File: src/rtl/dsp_file_responder.sv
// rtl/dsp_file_responder.sv - request/response front end for NUM_FILES independent circular word FIFOs
// One request at a time runs IDLE -> ACCESS -> RESP; FIFO state moves only at the end of ACCESS.
module dsp_file_responder #(
   parameter int dw        = 32,
   parameter int NUM_FILES = 4,
   parameter int DEPTH     = 16
) (
   input  logic                 wb_clk,
   input  logic                 wb_rst,
   input  logic [7:0]           file_num,
   input  logic                 file_write,
   input  logic                 file_read,
   input  logic [dw-1:0]        file_write_data,
   output logic [dw-1:0]        file_read_data,
   output logic                 file_active,
   output logic                 file_error,
   output logic [NUM_FILES-1:0] file_empty,
   output logic [NUM_FILES-1:0] file_full
);

   localparam int AW = $clog2(DEPTH);
   localparam int CW = AW + 1;
   localparam int FW = (NUM_FILES > 1) ? $clog2(NUM_FILES) : 1;
   localparam logic [CW-1:0] CNT_LAST = CW'(DEPTH - 1);
   localparam logic [CW-1:0] CNT_ONE  = CW'(1);

   typedef enum logic [1:0] {
      S_IDLE   = 2'd0,
      S_ACCESS = 2'd1,
      S_RESP   = 2'd2
   } state_t;

   state_t r_state;
   state_t w_next;

   logic [7:0]           r_num;
   logic                 r_wr;
   logic                 r_rd;
   logic [dw-1:0]        r_wdata;
   logic                 r_fail;
   logic                 r_error;
   logic [dw-1:0]        r_rdata;
   logic [NUM_FILES-1:0] r_empty;
   logic [NUM_FILES-1:0] r_full;
   logic [AW-1:0]        r_wptr  [NUM_FILES];
   logic [AW-1:0]        r_rptr  [NUM_FILES];
   logic [CW-1:0]        r_count [NUM_FILES];
   logic [dw-1:0]        r_mem   [NUM_FILES][DEPTH];

   logic          w_valid_num;
   logic [FW-1:0] w_idx;
   logic [AW-1:0] w_wptr;
   logic [AW-1:0] w_rptr;
   logic [CW-1:0] w_cnt;
   logic          w_do_push;
   logic          w_do_pop;
   logic          w_fail;
   logic          w_req;

   assign w_req = file_read | file_write;

   always_comb begin
      w_next = r_state;
      case (r_state)
         S_IDLE:   if (w_req) w_next = S_ACCESS;
         S_ACCESS: w_next = S_RESP;
         S_RESP:   w_next = S_IDLE;
         default:  w_next = S_IDLE;
      endcase
   end

   // Out-of-range selectors never touch the arrays: push/pop are gated by w_valid_num.
   assign w_valid_num = (int'(r_num) < NUM_FILES);
   assign w_idx       = r_num[FW-1:0];
   assign w_wptr      = r_wptr[w_idx];
   assign w_rptr      = r_rptr[w_idx];
   assign w_cnt       = r_count[w_idx];

   always_comb begin
      w_do_push = 1'b0;
      w_do_pop  = 1'b0;
      if (r_state == S_ACCESS && w_valid_num) begin
         w_do_push = r_wr && !r_rd && !r_full[w_idx];
         w_do_pop  = r_rd && !r_wr && !r_empty[w_idx];
      end
      w_fail = !(w_do_push || w_do_pop);
   end

   always_ff @(posedge wb_clk or posedge wb_rst) begin
      if (wb_rst) begin
         r_state <= S_IDLE;
         r_num   <= '0;
         r_wr    <= 1'b0;
         r_rd    <= 1'b0;
         r_wdata <= '0;
         r_fail  <= 1'b0;
         r_error <= 1'b0;
         r_rdata <= '0;
         r_empty <= '1;
         r_full  <= '0;
         for (int i = 0; i < NUM_FILES; i++) begin
            r_wptr[i]  <= '0;
            r_rptr[i]  <= '0;
            r_count[i] <= '0;
         end
      end else begin
         r_state <= w_next;
         r_error <= 1'b0;
         if (r_state == S_IDLE && w_req) begin
            r_num   <= file_num;
            r_wr    <= file_write;
            r_rd    <= file_read;
            r_wdata <= file_write_data;
         end
         if (r_state == S_ACCESS) r_fail <= w_fail;
         // Error pulse lands on the cycle file_active drops.
         if (r_state == S_RESP) r_error <= r_fail;
         if (w_do_push) begin
            r_wptr[w_idx]  <= w_wptr + AW'(1);
            r_count[w_idx] <= w_cnt + CW'(1);
            r_empty[w_idx] <= 1'b0;
            r_full[w_idx]  <= (w_cnt == CNT_LAST);
         end
         if (w_do_pop) begin
            r_rptr[w_idx]  <= w_rptr + AW'(1);
            r_count[w_idx] <= w_cnt - CW'(1);
            r_full[w_idx]  <= 1'b0;
            r_empty[w_idx] <= (w_cnt == CNT_ONE);
            r_rdata        <= r_mem[w_idx][w_rptr];
         end
      end
   end

   always_ff @(posedge wb_clk) begin
      if (w_do_push) r_mem[w_idx][w_wptr] <= r_wdata;
   end

   assign file_active    = (r_state != S_IDLE);
   assign file_error     = r_error;
   assign file_read_data = r_rdata;
   assign file_empty     = r_empty;
   assign file_full      = r_full;

endmodule

File: config.mk
export PLATFORM = sky130hd
export DESIGN_NAME = dsp_file_responder
export DESIGN_NICKNAME = d
export VERILOG_FILES = /design/src/rtl/dsp_file_responder.sv
export SDC_FILE = /design/constraint.sdc
export NUM_CORES = 2
export LEC_CHECK = 0
export CAP_MARGIN = 20
export CORE_MARGIN = 2
export CORE_UTILIZATION = 45
export CTS_CLUSTER_SIZE = 25
export DETAILED_ROUTE_END_ITERATION = 10
export GPL_ROUTABILITY_DRIVEN = 0
export PLACE_DENSITY = 0.6
export SETUP_SLACK_MARGIN = 0.3
export SKIP_LAST_GASP = 1
export SLEW_MARGIN = 10
export SYNTH_ARGS = -nofsm -noshare
export SYNTH_HDL_FRONTEND = slang
export SYNTH_SLANG_ARGS = --single-unit
File: constraint.sdc
create_clock -name wb_clk -period 4.85 [get_ports wb_clk]
set_input_delay 0.485 -clock wb_clk [delete_from_list [all_inputs] [get_ports wb_clk]]
set_output_delay 0.485 -clock wb_clk [all_outputs]
set_load 0.05 [all_outputs]
After elaboration in Yosys (flattened, before gate mapping) --
Memories as Yosys holds them, arrays and structs flattened. Index checks and enable logic that the tools add are counted.
Word-level totals: bits in registers 138, bits in writable memories 2048, input port bits 44, output and inout bits 42, logic and storage cells 107, memories kept 1
Memories:
- r_mem | words 4, width 512, rd ports 1, clocked after memory_dff 0, write ports 1, line 48 | logic [dw-1:0] r_mem [NUM_FILES][DEPTH];
Cells by class: add/subtract/negate cells 4, order comparisons 8, equality and inequality tests 5, muxes and demuxes 43, bitwise gates (word level) 7, reductions and logical operators 17
Operators with widths (number):
- $mux 512 | 1
- $bmux 32 s4 | 1
- $demux 32 s4 | 1
- $mux 32 | 3
- $bwmux 20 | 2
- $mux 20 | 2
- $mux 4 | 9
- $bwmux 16 | 2
- $bmux 4 s2 | 2
- $mux 5 | 3
- $bmux 5 s2 | 1
- $demux 5 s2 | 1
- $ge 5x5->1 const B | 2
- $not 4->5 | 2
- $logic_and 1x1->1 | 9
- $add 4x1->4 const B | 2
- $and 4x4->4 | 2
- $bwmux 4 | 2
- $demux 4 s2 | 1
- $lt 8x3->1 const B | 1
- $mux 1 | 7
- $add 5x1->5 const B | 1
- $eq 5x1->1 const B | 1
- $eq 5x4->1 const B | 1
- 20 further kinds | 25

Longest topological paths before layout --
depth after elaboration 10, mapped depth 11, mapped depth without buffers 8

Worst setup path before layout --
No wires, ideal clock.
path kind reg-to-reg, start point reg r_full[3], in the netlist file_full[3], end point mem r_mem[0][256] (netlist bit) (enable), library setup time 0.421 ns, data arrival time 3.497 ns, required time 4.429 ns, path slack 0.932 ns, stages on the path, launching flop included 8, buffers on the path 2, clock period less this slack 3.918 ns, path through dfrtp_1 > mux4_2 > nor4_1 > buf_2 > buf_2 > and2_1 > nand2_1 > nor2_1
Between the ends: longest elaborated chain between the ends 7
Ends and longest elaborated chain:
- start, declared | line 44 | logic [NUM_FILES-1:0] r_full;
- start signal, assigned by index | line 122 | r_full[w_idx] <= (w_cnt == CNT_LAST);
- $bmux 1 s2 | line 83 | w_do_push = r_wr && !r_rd && !r_full[w_idx];
- $mux 1 (implied by the code) | line 83
- $logic_not 1->1 | line 83
- $logic_and 1x1->1 | line 83
- $mux 1 | line 82 | if (r_state == S_ACCESS && w_valid_num) begin
- $mux 1 | line 135 | if (w_do_push) r_mem[w_idx][w_wptr] <= r_wdata;
- $mux 512 (implied by the code) | line 135
- end, declared | line 48
No other way between the ends. The select of a mux whose other input is x is not followed.

Final worst setup path --
start point reg r_num[1], end point reg r_rdata[15], in the netlist file_read_data[15]
Between the ends: longest elaborated chain between the ends 8, elaborated cells between the ends (all ways) 16, classes of those cells 1 x order compare; 9 x mux; 2 x bitwise; 3 x reduce/logical; 1 x memory
Ends and longest elaborated chain:
- start, declared | line 36 | logic [7:0] r_num;
- start signal, assigned | line 110 | r_num <= file_num;
- $not 2->3 (implied by the code) | line 76 | assign w_rptr = r_rptr[w_idx];
- $bmux 4 s2 | line 76
- $mux 4 (implied by the code) (2 in series) | line 76
- $not 4->5 (implied by the code) | line 129 | r_rdata <= r_mem[w_idx][w_rptr];
- $bmux 32 s4 | line 129
- $mux 32 (implied by the code) (2 in series) | line 129
- end signal, assigned | line 129
- end, declared | line 42 | logic [dw-1:0] r_rdata;
Several ways; a longest one is shown, not always the timed one. The select of a mux whose other input is x is not followed. A chain may end at the register's enable or synchronous reset.

==> impl_metrics.json <==
{
  "drtPass1Iterations": 6,
  "clockBufferDepth": 3,
  "grt_max_degree": 137,
  "wl_per_cell_um": 31.0,
  "final_cell_mix": "2,048 x edfxtp_1, 524 x mux4_2, 429 x nand2_1",
  "multi_input_area_um2": 18600,
  "grt_pass1_vias": 41200,
  "synth_edf_count": 2048,
  "tightest_slew_ps": 1160,
  "yosysSeqAreaShare_pct": 77.3,
  "maxCapViolations": 0,
  "drc": 0,
  "vias": 41000,
  "hp-class": "input pin to asynchronous set/reset pin",
  "grt_overflow": 0,
  "finalClockSkew_ps": 50.2,
  "initial_core_util_pct": 45.3,
  "clk_pin_slew_worst_paths_ps": 60,
  "path_max_fanout": 113,
  "postCtsSetupBuffers": 0,
  "async_flop_share_pct": 6.31,
  "critPathKind": "flop to flop",
  "dpl.cell_count": 6557,
  "antenna_left": 0,
  "cp-start-kind": "flop",
  "endpoint_kind": "flop",
  "dp.final_hpwl_um": 125000,
  "crit_required_ps": 5520,
  "whs_ps": 107,
  "fin_cells": 6956,
  "final_core_util_pct": 52.0,
  "fin_setup_tns_ps": 0,
  "setup_slack_ps": 609,
  "htreeDepth": 4,
  "cts.sinks": 2186,
  "leakagePower_nw": 30.5,
  "layout-drive-gt1-share_pct": 26.6,
  "fin_crit_ps": 4240,
  "nets": 4346,
  "peakVddDrop_mv": 0.546,
  "grtUsageTotal_pct": 22.6,
  "layout.cells.most_common": "edfxtp_1",
  "synth_area_um2": 84000,
  "synthesis.nets": 4103,
  "synthTopCellsByArea": "edfxtp_1 73%, mux4_2 14%, dfrtp_1 4.0%",
  "areaGrowthSynthToFinish_pct": 14.7,
  "clock.fmax_mhz": 236,
  "setup_viol": 0,
  "cts_tree": "built",
  "antenna_found_initial": 12,
  "ys_warn_count": 0,
  "io_buffers": 85,
  "n_fill_cell": 14600,
  "syn_avg_cell_area_um2": 20.7,
  "rsz0062_at_grt": "false",
  "slew_headroom_pct": 22.4,
  "clkLatencyLatePin_ps": 860,
  "slew_viol_final": 0,
  "grt_pass1_wl_um": 307000,
  "drt-initial-drc-count": 4730,
  "synth_area_leader_cell": "edfxtp_1",
  "root_buffer": "clkbuf_16",
  "fin_crit_sh_pct": 87.4,
  "finalHoldViolCount": 0,
  "synthCells": 4050,
  "ctsResizeCount": 0,
  "synthDistinctLibCells": 50,
  "synth_flop_cell": "edfxtp_1",
  "num_rows": 158,
  "cp_data_arrival_time_ps": 4910,
  "outcome": "complete, no violations",
  "die_x_um": 436,
  "wl_um": 216000,
  "regArea_um2": 65000,
  "postCtsHoldBufs": 0,
  "synth_top_area_share_pct": 73.2,
  "io_pins": 86,
  "die_y_um": 436,
  "powerDensity_nw_per_um2": 577,
  "vias_per_cell": 5.90,
  "dieArea_um2": 190000,
  "numCtsBuffers": 214,
  "synth-seq-cells": 2186,
  "core-area_um2": 185000,
  "preCtsSetupSlack_ps": 951
}
path summary, 6_finish.rpt:
check                               startpoint                 end  slack (ps)  cells past startpoint
min in group wb_clk        file_write_data[31]         r_wdata[31]         250                      2
max reg2reg                           r_num[1]  file_read_data[15]         610                      7
max                                   r_num[1]  file_read_data[15]         610                      7
min                                     wb_rst         r_wdata[25]         110                      2
min reg2reg                         r_state[0]          file_error         450                      1
max in group asynchronous               wb_rst  file_read_data[12]        3600                      3
per-layer routing:
layer  part of all wire, %  vias to the layer above  GRT usage (%)
met3                   6.7                      287           4.07
met5                     0                        -              0
li1                      -                    17100              -
met2                    52                     1555           38.8
met1                    39                    22100           29.5
met4                   2.7                        0           6.37
report_power, final:
part	internal, mW	switching (mW)
Clock	9.12	7.11
Sequential	23.7	2.38
Combinational	5.29	8.02
Total	38.1	17.5
state kept, by name (all words and copies together), names as in the netlist:
register and flops:
r_mem 2048, r_wr 1, file_full 4, file_error 1, r_fail 1, r_rd 1
file_empty 4, file_read_data 32, r_rptr 16, r_count 20, r_wdata 32, r_state 2
r_num 8, r_wptr 16
critical path, stage by stage (launching register included):
cell,delay (ps)
dfrtp_4,710
buf_12,560
buf_12,500
mux4_2,410
nand2_1,140
nand3_1,220
a31oi_1,950
o21ai_0,250
cell type report:
cell class	instances	share of cell area, %
Antenna cell	3	0.00779
Clock buffer	270	5.94
Clock inverter	126	1.18
Inverter	10	0.0571
Multi-Input combinational cell	1619	19.2
Sequential cell	2186	67.5
Tap cell	2480	3.22
Timing Repair Buffer	262	2.88
synth_stat cells, types with 8 or more instances:
cell and instances:
a21oi_1 21, inv_1 9, a311oi_1 32, xnor2_1 9
mux2_2 55, clkbuf_1 108, dfrtp_1 134, a32oi_1 63
o21ai_0 46, nand2b_1 8, nor2_1 95, and2_1 10
a211oi_1 38, nand2_1 431, a31oi_1 64, nor2b_1 40
ha_1 9, nand3_1 97, edfxtp_1 2048, buf_1 36
buf_2 83, mux2i_1 35, mux4_2 525
logic make-up after synthesis:
kind of cell               count (synthesis)  share of synthesized area, %
AOI/OAI and AO/OA                        284                          2.40
xor gates and xnor gates                  15                         0.156
adders and majority gates                  9                         0.134
buffers and inverters                    245                          1.27
DFF                                     2186                          77.3
muxes                                    615                          15.2
and+or+nand+nor                          696                          3.51
metrics by stage:
step / cell area, µm² / power (mW)
floorplan: 84000 / 33.5
global placement: 89500 / 39.9
detailed placement: 89500 / 40.1
CTS: 96400 / 56.1
global route: 96400 / 57.4
finish: 96400 / 55.6
Note: power is estimated with default switching activity, not from simulation.
